==> config.mk <==
export PLATFORM = sky130hd
export DESIGN_NAME = io_port_bank_flat
export DESIGN_NICKNAME = d
export VERILOG_FILES = /design/src/rtl/io_port_bank_if.sv /design/src/rtl/io_port_bank.sv /design/src/flat_wrapper.sv
export SDC_FILE = /design/constraint.sdc
export NUM_CORES = 1
export LEC_CHECK = 0
export ABC_AREA = 1
export CAP_MARGIN = 20
export CORE_MARGIN = 2
export CORE_UTILIZATION = 35
export CTS_BUF_LIST = sky130_fd_sc_hd__clkbuf_4
export DETAILED_ROUTE_END_ITERATION = 10
export SLEW_MARGIN = 20
export SYNTH_ARGS = -nofsm -noshare
export SYNTH_HDL_FRONTEND = slang
export SYNTH_SLANG_ARGS = --single-unit
==> constraint.sdc <==
create_clock -name clk -period 4.1 [get_ports clk]
set_clock_uncertainty 0.1 [all_clocks]
set_input_delay 0.82 -clock clk [delete_from_list [all_inputs] [get_ports clk]]
set_output_delay 0.82 -clock clk [all_outputs]
set_load 0.01 [all_outputs]
==> src/rtl/io_port_bank_if.sv <==
// Bus between the MMU I/O window and the peripheral bank.
// The master drives address/strobe/write data; the slave answers with read data.
interface io_port_bank_if;
    logic [7:0]  io_addr;
    logic        io_en;
    logic        io_we;
    logic [31:0] io_data_write;
    logic [31:0] io_data_read;

    modport master (
        output io_addr,
        output io_en,
        output io_we,
        output io_data_write,
        input  io_data_read
    );

    modport slave (
        input  io_addr,
        input  io_en,
        input  io_we,
        input  io_data_write,
        output io_data_read
    );
endinterface

==> src/rtl/io_port_bank.sv <==
// Peripheral bank on the MMU I/O window: GPIO out/in, FIFO-buffered 8N1 UART
// transmitter and a free-running cycle counter.
//
// TX FSM states
//   state    | meaning
//   ST_IDLE  | line idle high, waiting for a byte in the FIFO
//   ST_START | start bit (low) for one bit time
//   ST_DATA  | 8 data bits, LSB first, one bit time each
//   ST_STOP  | stop bit (high); chains straight into ST_START if FIFO not empty
//
// uart_tx is registered from the current state, so the line lags the FSM by
// one clock: a byte written at edge N pops at N+1 and drives the start bit from N+2.
module io_port_bank #(
    parameter int          GPIO_W      = 8,
    parameter int          FIFO_DEPTH  = 8,
    parameter int          FIFO_LOG    = 3,
    parameter logic [15:0] DEFAULT_DIV = 16'd104
) (
    input  logic              clk,
    input  logic              reset,
    io_port_bank_if.slave     bus,
    input  logic [GPIO_W-1:0] gpio_in,
    output logic [GPIO_W-1:0] gpio_out,
    output logic              uart_tx
);

    localparam int CNT_W = FIFO_LOG + 1;

    localparam logic [5:0] IDX_GPIO_OUT = 6'd0;
    localparam logic [5:0] IDX_GPIO_IN  = 6'd1;
    localparam logic [5:0] IDX_TXDATA   = 6'd2;
    localparam logic [5:0] IDX_STATUS   = 6'd3;
    localparam logic [5:0] IDX_UART_DIV = 6'd4;
    localparam logic [5:0] IDX_CYCLE    = 6'd5;

    typedef enum logic [1:0] {
        ST_IDLE  = 2'd0,
        ST_START = 2'd1,
        ST_DATA  = 2'd2,
        ST_STOP  = 2'd3
    } tx_state_t;

    // register decode
    logic [5:0] reg_idx;
    logic       wr_en;
    logic       unused_bus_bits;

    assign reg_idx = bus.io_addr[7:2];
    assign wr_en   = bus.io_en & bus.io_we;
    // byte-lane bits and upper write data are don't-care for this bank
    assign unused_bus_bits = ^{bus.io_addr[1:0], bus.io_data_write[31:16]};

    // state
    logic [GPIO_W-1:0] gpio_out_q;
    logic [GPIO_W-1:0] gpio_meta_q;
    logic [GPIO_W-1:0] gpio_sync_q;
    logic [15:0]       uart_div_q;
    logic              overflow_q;
    logic [31:0]       cycle_q;

    logic [7:0]          fifo_mem [FIFO_DEPTH];
    logic [FIFO_LOG-1:0] wr_ptr_q;
    logic [FIFO_LOG-1:0] rd_ptr_q;
    logic [CNT_W-1:0]    count_q;
    logic                fifo_full;
    logic                fifo_empty;
    logic [7:0]          fifo_head;
    logic                push_req;
    logic                push_ok;
    logic                pop;

    tx_state_t   state_q, state_d;
    logic [15:0] bit_cnt_q, bit_cnt_d;
    logic [2:0]  bit_idx_q, bit_idx_d;
    logic [7:0]  shift_q, shift_d;
    logic        tx_q, tx_d;
    logic [15:0] bit_reload;
    logic        bit_done;

    assign fifo_full  = (count_q == CNT_W'(FIFO_DEPTH));
    assign fifo_empty = (count_q == '0);
    assign fifo_head  = fifo_mem[rd_ptr_q];
    assign push_req   = wr_en & (reg_idx == IDX_TXDATA);
    // a pop in the same cycle frees a slot, so a push into a full FIFO still lands
    assign push_ok    = push_req & (~fifo_full | pop);

    // a divider of 0 still gives one clock per bit
    assign bit_reload = (uart_div_q == 16'd0) ? 16'd0 : (uart_div_q - 16'd1);
    assign bit_done   = (bit_cnt_q == 16'd0);

    // GPIO output register
    always_ff @(posedge clk or posedge reset) begin
        if (reset) begin
            gpio_out_q <= '0;
        end else if (wr_en && reg_idx == IDX_GPIO_OUT) begin
            gpio_out_q <= bus.io_data_write[GPIO_W-1:0];
        end
    end

    // two-flop synchroniser for the asynchronous GPIO inputs
    always_ff @(posedge clk or posedge reset) begin
        if (reset) begin
            gpio_meta_q <= '0;
            gpio_sync_q <= '0;
        end else begin
            gpio_meta_q <= gpio_in;
            gpio_sync_q <= gpio_meta_q;
        end
    end

    // UART divider and sticky overflow flag (set on dropped push, W1C on bit 3)
    always_ff @(posedge clk or posedge reset) begin
        if (reset) begin
            uart_div_q <= DEFAULT_DIV;
            overflow_q <= 1'b0;
        end else begin
            if (wr_en && reg_idx == IDX_UART_DIV) begin
                uart_div_q <= bus.io_data_write[15:0];
            end
            if (push_req && !push_ok) begin
                overflow_q <= 1'b1;
            end else if (wr_en && reg_idx == IDX_STATUS && bus.io_data_write[3]) begin
                overflow_q <= 1'b0;
            end
        end
    end

    // free-running cycle counter, wraps naturally
    always_ff @(posedge clk or posedge reset) begin
        if (reset) begin
            cycle_q <= '0;
        end else begin
            cycle_q <= cycle_q + 32'd1;
        end
    end

    // FIFO storage; contents are don't-care until written so no reset
    always_ff @(posedge clk) begin
        if (push_ok) begin
            fifo_mem[wr_ptr_q] <= bus.io_data_write[7:0];
        end
    end

    // FIFO pointers and occupancy
    always_ff @(posedge clk or posedge reset) begin
        if (reset) begin
            wr_ptr_q <= '0;
            rd_ptr_q <= '0;
            count_q  <= '0;
        end else begin
            if (push_ok) begin
                wr_ptr_q <= wr_ptr_q + FIFO_LOG'(1);
            end
            if (pop) begin
                rd_ptr_q <= rd_ptr_q + FIFO_LOG'(1);
            end
            case ({push_ok, pop})
                2'b10:   count_q <= count_q + CNT_W'(1);
                2'b01:   count_q <= count_q - CNT_W'(1);
                default: count_q <= count_q;
            endcase
        end
    end

    // TX FSM state register and datapath registers
    always_ff @(posedge clk or posedge reset) begin
        if (reset) begin
            state_q   <= ST_IDLE;
            bit_cnt_q <= '0;
            bit_idx_q <= '0;
            shift_q   <= '0;
            tx_q      <= 1'b1;
        end else begin
            state_q   <= state_d;
            bit_cnt_q <= bit_cnt_d;
            bit_idx_q <= bit_idx_d;
            shift_q   <= shift_d;
            tx_q      <= tx_d;
        end
    end

    // TX FSM next state, bit timer, shift register and FIFO pop
    always_comb begin
        state_d   = state_q;
        bit_cnt_d = bit_cnt_q;
        bit_idx_d = bit_idx_q;
        shift_d   = shift_q;
        pop       = 1'b0;
        tx_d      = 1'b1;

        case (state_q)
            ST_START: tx_d = 1'b0;
            ST_DATA:  tx_d = shift_q[0];
            default:  tx_d = 1'b1;
        endcase

        case (state_q)
            ST_IDLE: begin
                if (!fifo_empty) begin
                    pop       = 1'b1;
                    shift_d   = fifo_head;
                    bit_cnt_d = bit_reload;
                    state_d   = ST_START;
                end
            end
            ST_START: begin
                if (bit_done) begin
                    bit_cnt_d = bit_reload;
                    bit_idx_d = 3'd0;
                    state_d   = ST_DATA;
                end else begin
                    bit_cnt_d = bit_cnt_q - 16'd1;
                end
            end
            ST_DATA: begin
                if (bit_done) begin
                    bit_cnt_d = bit_reload;
                    shift_d   = {1'b0, shift_q[7:1]};
                    if (bit_idx_q == 3'd7) begin
                        state_d = ST_STOP;
                    end else begin
                        bit_idx_d = bit_idx_q + 3'd1;
                    end
                end else begin
                    bit_cnt_d = bit_cnt_q - 16'd1;
                end
            end
            ST_STOP: begin
                if (bit_done) begin
                    if (!fifo_empty) begin
                        pop       = 1'b1;
                        shift_d   = fifo_head;
                        bit_cnt_d = bit_reload;
                        state_d   = ST_START;
                    end else begin
                        state_d = ST_IDLE;
                    end
                end else begin
                    bit_cnt_d = bit_cnt_q - 16'd1;
                end
            end
            default: state_d = ST_IDLE;
        endcase
    end

    // read mux, combinational from the address; zero when no access
    logic [31:0] rdata;

    always_comb begin
        rdata = '0;
        if (bus.io_en) begin
            case (reg_idx)
                IDX_GPIO_OUT: rdata[GPIO_W-1:0] = gpio_out_q;
                IDX_GPIO_IN:  rdata[GPIO_W-1:0] = gpio_sync_q;
                IDX_TXDATA:   rdata[0] = fifo_full;
                IDX_STATUS: begin
                    rdata[0]         = fifo_full;
                    rdata[1]         = fifo_empty;
                    rdata[2]         = (state_q != ST_IDLE);
                    rdata[3]         = overflow_q;
                    rdata[8 +: CNT_W] = count_q;
                end
                IDX_UART_DIV: rdata[15:0] = uart_div_q;
                IDX_CYCLE:    rdata = cycle_q;
                default:      rdata = '0;
            endcase
        end
    end

    assign bus.io_data_read = rdata;
    assign gpio_out         = gpio_out_q;
    assign uart_tx          = tx_q;

endmodule

==> src/flat_wrapper.sv <==
// flat-port wrapper written by rule: the top's interface ports become plain ports
module io_port_bank_flat 
#(
    parameter int          GPIO_W      = 8,
    parameter int          FIFO_DEPTH  = 8,
    parameter int          FIFO_LOG    = 3,
    parameter logic [15:0] DEFAULT_DIV = 16'd104
)
  (clk, reset, gpio_in, gpio_out, uart_tx, bus_io_addr, bus_io_en, bus_io_we, bus_io_data_write, bus_io_data_read);
  io_port_bank_if bus_i ();
  input  logic clk;
  input  logic reset;
  input  logic [GPIO_W-1:0] gpio_in;
  output logic [GPIO_W-1:0] gpio_out;
  output logic uart_tx;
  input wire logic [$bits(bus_i.io_addr)-1:0] bus_io_addr;
  input wire logic [$bits(bus_i.io_en)-1:0] bus_io_en;
  input wire logic [$bits(bus_i.io_we)-1:0] bus_io_we;
  input wire logic [$bits(bus_i.io_data_write)-1:0] bus_io_data_write;
  output wire logic [$bits(bus_i.io_data_read)-1:0] bus_io_data_read;
  assign bus_i.io_addr = bus_io_addr;
  assign bus_i.io_en = bus_io_en;
  assign bus_i.io_we = bus_io_we;
  assign bus_i.io_data_write = bus_io_data_write;
  assign bus_io_data_read = bus_i.io_data_read;
  io_port_bank #(.GPIO_W(GPIO_W), .FIFO_DEPTH(FIFO_DEPTH), .FIFO_LOG(FIFO_LOG), .DEFAULT_DIV(DEFAULT_DIV)) u_core (.clk(clk), .reset(reset), .bus(bus_i), .gpio_in(gpio_in), .gpio_out(gpio_out), .uart_tx(uart_tx));
endmodule
==> results of run 1 <==
==> layer usage <==
layer / up-vias / wire length (um) / share of wire
met3: 23 / 950 / 0.041
met1: 3670 / 10800 / 0.47
met5: - / 0 / 0
met4: 0 / 289 / 0.013
li1: 3753 / - / -
met2: 181 / 10900 / 0.48
==> flip-flops by register name (all words and copies together) (netlist names), 2 cells and up <==
register            cells
u_core.count_q          4
u_core.bit_cnt_q       16
u_core.bit_idx_q        3
u_core.shift_q          8
u_core.fifo_mem        64
u_core.wr_ptr_q         3
u_core.gpio_out         8
u_core.rd_ptr_q         3
u_core.state_q          2
u_core.gpio_meta_q      8
u_core.gpio_sync_q      8
u_core.uart_div_q      16
u_core.cycle_q         32
==> final cells by class <==
cell class	instances	area, um2	share of cell area
clock buffer	19	143	0.0133
multi-input combinational	750	3840	0.357
clock inverter	13	160	0.0149
timing repair buffer	97	926	0.0862
sequential	177	4750	0.443
tap	335	419	0.0390
antenna	4	10.0	0.000932
inverter	129	489	0.0456
==> power by group <==
part | internal (W) | switching (W)
logic | 0.000154 | 0.000243
clock network | 0.000351 | 0.000683
registers | 0.00190 | 0.0000803
==> synthesized netlist by cell type (all sizes together) <==
library cell and number:
o2bb2ai 1, a22oi 1, a211oi 2, and2 1
a21oi 38, nor4 2, o221ai 1, clkbuf 22
ha 15, o21ai 81, clkinv 5, nor3 27
dfstp 4, nor2 138, fa 1, a31oi 9
nand3 90, buf 6, edfxtp 64, or2 10
o211ai 1, dfrtp 109, inv 124, nand2 244
o22ai 21, a221oi 6, xnor2 3, o2111ai 1
nand4 14, xor2 43
==> cells by family after synthesis <==
kind of cell,Yosys count,synth area share
buffers and inverters,157,0.0667
adder cells (fa/ha/maj),16,0.0226
XOR/XNOR,46,0.0438
flip-flops,177,0.517
AO/OA/AOI/OAI,162,0.0995
AND/OR/NAND/NOR,526,0.251
==> through the flow <==
stage	setup WS [ns]	instances	total power, W
floorplan	0.199	1084	0.00226
global placement	0.233	1488	0.00240
detailed placement	0.211	1488	0.00241
CTS	0.205	1520	0.00345
global route	0.0359	1524	0.00360
finish	0.267	1524	0.00341
==> how the worst min path moves through the flow <==
stage | to | slack, ns | cells past startpoint
after floorplan | u_core.gpio_sync_q[0] | 0.23 | 0
after global placement | u_core.gpio_sync_q[7] | 0.23 | 0
after detailed placement | u_core.gpio_sync_q[7] | 0.24 | 0
after CTS | u_core.gpio_sync_q[4] | 0.27 | 0
after global routing | u_core.gpio_sync_q[0] | 0.28 | 0
final | u_core.gpio_sync_q[7] | 0.27 | 0
==> impl_metrics.yaml, run 1 <==
sta:
  min_period_ns: 3.83
  timing.slew.headroom: 0.397
  rsz0062_at_grt: "false"
  final-setup-viol-count: 0
  worstMarginPinSlew_ns: 0.898
  final.period_utilization: 0.935
  worst_hold_slack_ns: 0.268
  fmax_ghz: 0.261
  finalHoldViolCount: 0
  setup_tns_ns: 0
  drv_slew: 0
worst_setup_path:
  worst-path-max-fanout: 5
  critPathBufInv: 3
  cp_num_cells: 7
  critPathMaxStageDelay_ns: 0.60
  crit_path_frequent_cell: "clkdlybuf4s50_1"
  timing.rr.end: "u_core.count_q[3]"
  crit_start: "bus_io_addr[2]"
  critPathSlowestCell: "clkdlybuf4s50_1"
  rrSetupSlack_ns: 1.06
  worstRegToRegCells: 14
  worstSetupPathType: "primary input to output port"
  cp_top_family: "buffers and inverters"
  cp.arrival_ns: 2.91
  start_kind: "primary input"
  endpoint: "bus_io_data_read[3]"
  path_cells: "clkdlybuf4s50_1, nor2_1, nand3_1, clkinv_1, a221oi_1, a21oi_1, clkdlybuf4s50_1"
  critPathRequiredTime_ns: 3.18
  reg2reg_from: "u_core.state_q[1]"
  crit_path_end_kind: "output port"
clocking:
  h-tree-depth: 4
  numClockSinks: 177
  root_buffer: "clkbuf_4"
  cts_made_buffers: 17
  cts_buffer_depth: 2
  cts_hold_buf: 0
  cts_resized: 0
  clk_pin_slew_ns: 0.15
  clk_latency_ns: 0.59
  cts_tree: "built"
  cts_setup_buffers: 0
detailed_routing:
  dr.pass1.iters: 5
  drt-wirelength-per-cell_um: 15.1
  wl_um: 23000
  drc: 0
  avgViaCountPerCell: 5.00
  first_iter_violations: 551
  vias: 7627
  ant_nets: 0
global_routing:
  grt_busiest_layer: "met2"
  gr-usage-met1: 0.229
  grt_use_met3: 0.0276
  grt_pass1_vias: 7438
  grt_overflow: 0
  grt_start_max_net_pins: 48
  met2_usage: 0.285
  antenna_found_initial: 1
  grt_use_total: 0.170
  grt_pass1_wl_um: 38000
die:
  ioPinCount: 93
  die_w_um: 166
  die_h_um: 166
  dieArea_um2: 27600
  rows: 59
  initial_core_util: 0.355
  coreArea_um2: 25900
synthesis:
  ys_top_cells_by_area: "dfrtp_1 (30%), edfxtp_1 (21%), nand2_1 (9.5%)"
  synthesis.area_per_instance_um2: 8.49
  synth_cell_type_count: 46
  syn_area_um2: 9200
  seq_area_frac_synth: 0.517
  synth-seq-cells: 177
  syn-instance-count: 1084
  synth_top_area_share: 0.296
  ys_warn_count: 0
  synth_top_area_cell: "dfrtp_1"
  synthesis.nets: 1152
hold_path:
  hold_start: "u_core.gpio_meta_q[7]"
  hold_path_class: "flop to flop"
pwr:
  power_density_nw_per_um2: 318
  p_leak_nw: 4.54
  irDropWorstVdd_mv: 0.184
placed_design:
  port_buffers: 74
  dpl.hpwl_um: 16500
  finalWeightedCongestion: 0.880
  dpl_cell_area_um2: 10400
cells_and_area:
  fill_cells: 2583
  mostFrequentLayoutCells: "nand2_1 (234), nor2_1 (131), inv_1 (122)"
  design_area_um2: 10700
  drive_above_1_share: 0.0835
  final_common_cell: "nand2_1"
  syn2layout_area_growth_pct: 16.7
  final_nets: 1240
  fin_util: 0.414
run:
  maxCapViolCount: 0
run_status:
  outcome: "completed"
Power figures use the tool's default switching activity.
==> inputs of run 2 (changes only) <==
--- a/config.mk
+++ b/config.mk
@@ -6,6 +6,7 @@
 export NUM_CORES = 1
 export LEC_CHECK = 0
 export ABC_AREA = 1
+export ABC_CLOCK_PERIOD_IN_PS = 4100
 export CAP_MARGIN = 20
 export CORE_MARGIN = 2
 export CORE_UTILIZATION = 35
==> results of run 2 <==
The final DEF is identical to that of run 1; final timing and power are the same.
==> edit, RTL diff (config.mk and constraints of run 2) <==
Add an input register stage for `gpio_in`, with the module's reset; this delays it by one clock. The other inputs are not delayed to match.
--- a/src/rtl/io_port_bank.sv
+++ b/src/rtl/io_port_bank.sv
@@ -40,6 +40,16 @@
         ST_STOP  = 2'd3
     } tx_state_t;
 
+    logic [GPIO_W-1:0] gpio_q;
+
+    always_ff @(posedge clk or posedge reset) begin
+        if (reset) begin
+            gpio_q <= '0;
+        end else begin
+            gpio_q <= gpio_in;
+        end
+    end
+
     // register decode
     logic [5:0] reg_idx;
     logic       wr_en;
@@ -103,7 +113,7 @@
             gpio_meta_q <= '0;
             gpio_sync_q <= '0;
         end else begin
-            gpio_meta_q <= gpio_in;
+            gpio_meta_q <= gpio_q;
             gpio_sync_q <= gpio_meta_q;
         end
     end
Formal check against the unedited RTL: not equivalent (a bounded check fails within 4 cycles, from zero or initial values and one cycle with reset high).
==> edit against run 2 <==
- clock power up 8%
- total power up 4.1%
- worst setup slack worse by 0.045 ns
- synthesized area up 2.5%
- sequential cell count up 8
- first-iteration DRC count up 14%
- via count up 0.46%
- non-clock buffer count down 4
- largest power group unchanged
- critical endpoint is now bus_io_data_read[6]
- critical path depth up 5
- wire length down 0.83%
- design area up 2.1%
- synthesized cell count up 1.4%
==> edit: results (changes against run 2) <==
| Metric | Value |
|---|---|
| Status | `completed` |
| Slew @ Worst Pin | `0.988 ns (+0.0900 ns)` |
| NonClk Buf Share | `8.17% (-0.45 points)` |
| Power Clock | `1.11 mW (+8%)` |
| Met3 usage | `3.10% (+0.34 points)` |
| Multi-input gates | `751 (+0.13%)` |
| Layout cells sized above 1 | `7.80% (-0.55 points)` |
| Count of flip-flops and latches | `185 (+4.5%)` |
| Hold slack | `0.270 ns (+0.00198 ns)` |
| Routed vias/inst | `4.99 (-0.39%)` |
| Global-route wire length before repair | `38300 um (+0.67%)` |
| Total GRT Usage | `16.8% (-0.27 points)` |
| Pint | `2.49 mW (+3.4%)` |
| Number of non-clock inverters in the layout | `131 (+1.6%)` |
| CP top delay family | `buffers and inverters` |
| Area of the multi-input gates | `0.00385 mm2 (+0.46%)` |
| M2 GR Usage | `28.5% (-0.064 points)` |
| Met3 wire len | `1050 um (+10%)` |
| Vias | `7662 (+0.46%)` |
| Vias in the first global route | `7598 (+2.2%)` |
| Critical Path Start | `bus_io_addr[7]` |
| Initial antenna violation count | `1 (unchanged)` |
| Seq/total area | `45.2% (+0.90 points)` |
| Worst hold start | `u_core.gpio_q[7]` |
| Seq group | `2.06 mW (+4%)` |
| CP Max Fanout | `6 (+1)` |
| Post-synthesis sequential area ratio | `52.5% (+0.88 points)` |
| Area growth, synth to finish | `16.3%` |
| Nets | `1247 (+0.56%)` |
| Clock Tree Root | `clkbuf_4` |
| Total placed cells including tap cells | `1501 (+0.87%)` |
| # Taps | `341 (+1.8%)` |
| Met1 Wirelength | `10500 um (-2.9%)` |
| Average routed wire per standard cell | `14.9 um (-1.7%)` |
| Most instantiated cells after synthesis | `243 x nand2_1, 138 x nor2_1, 124 x inv_1, 117 x dfrtp_1, 87 x nand3_1` |
| Synth unique cells | `45 (-2.2%)` |
| Slowest stage delay, CP | `0.57 ns (-0.03 ns)` |
| Largest net degree at the start of global routing | `122 (+150%)` |
| Final period util | `94.6% (+1.1 points)` |
| Reg2reg path depth | `18 (+4)` |
| Peak VDD IR | `217 uV (+18%)` |
| Worst skew pair latency | `around 0.60 ns` |
| Met2 WL | `10900 um (-0.42%)` |
| Buffers excl. clock | `93 (-4.1%)` |
| Syn_area_per_cell | `8.58 um2 (+1.1%)` |
| Met1 Usage GRT | `22.0% (-0.93 points)` |
| Starting DRC count in detailed routing | `629 (+14%)` |
| Clock network contribution to total cell area | `3.02% (+0.20 points)` |
| Post-synth ARST share | `65.4% (+1.6 points)` |
| Placed inst area | `0.0106 mm2 (+1.9%)` |
| FF-to-FF setup slack | `0.99 ns (-0.07 ns)` |
| Worst r2r src | `u_core.count_q[0]` |
| LEAKAGE | `4.59 nW (+0.99%)` |
| Clkbuf count | `18 (-1)` |
| Filler cell count | `2735 (+5.9%)` |
| Sw Pwr | `1.06 mW (+5.8%)` |
| Placer Congestion | `0.809 (-8.0%)` |
| Synth area leaders | `dfrtp_1 31%, edfxtp_1 20%, nand2_1 9.7%` |
edit: cell types whose count changed in the layout (fill, tap and decap cells not counted), sizes merged, moves of 5 or more:
cell / before / now
a21oi: 38 / 28
dfrtp: 109 / 117
nor2: 138 / 146
nor3: 27 / 19
nand2: 244 / 251
or2: 10 / 3
a31oi: 9 / 4
edit: cells by family after synthesis:
| logic type | after synthesis | synth area share, % |
|---|---|---|
| AO/OA/AOI/OAI | 156 | 9.47 |
| adder cells (fa/ha/maj) | 16 | 2.20 |
| flip-flops | 185 | 52.5 |
| XOR/XNOR | 45 | 4.18 |
| AND/OR/NAND/NOR | 534 | 25.0 |
| buffers and inverters | 163 | 6.65 |
edit: path summary, 6_finish.rpt:
kind	endpoint
worst min-delay path	u_core.gpio_meta_q[7]
worst max-delay path	bus_io_data_read[6]
worst max register to register	u_core.count_q[3]
worst min register to register	u_core.gpio_meta_q[7]
min in group asynchronous	u_core.wr_ptr_q[1]
max in group asynchronous	u_core.bit_cnt_q[6]
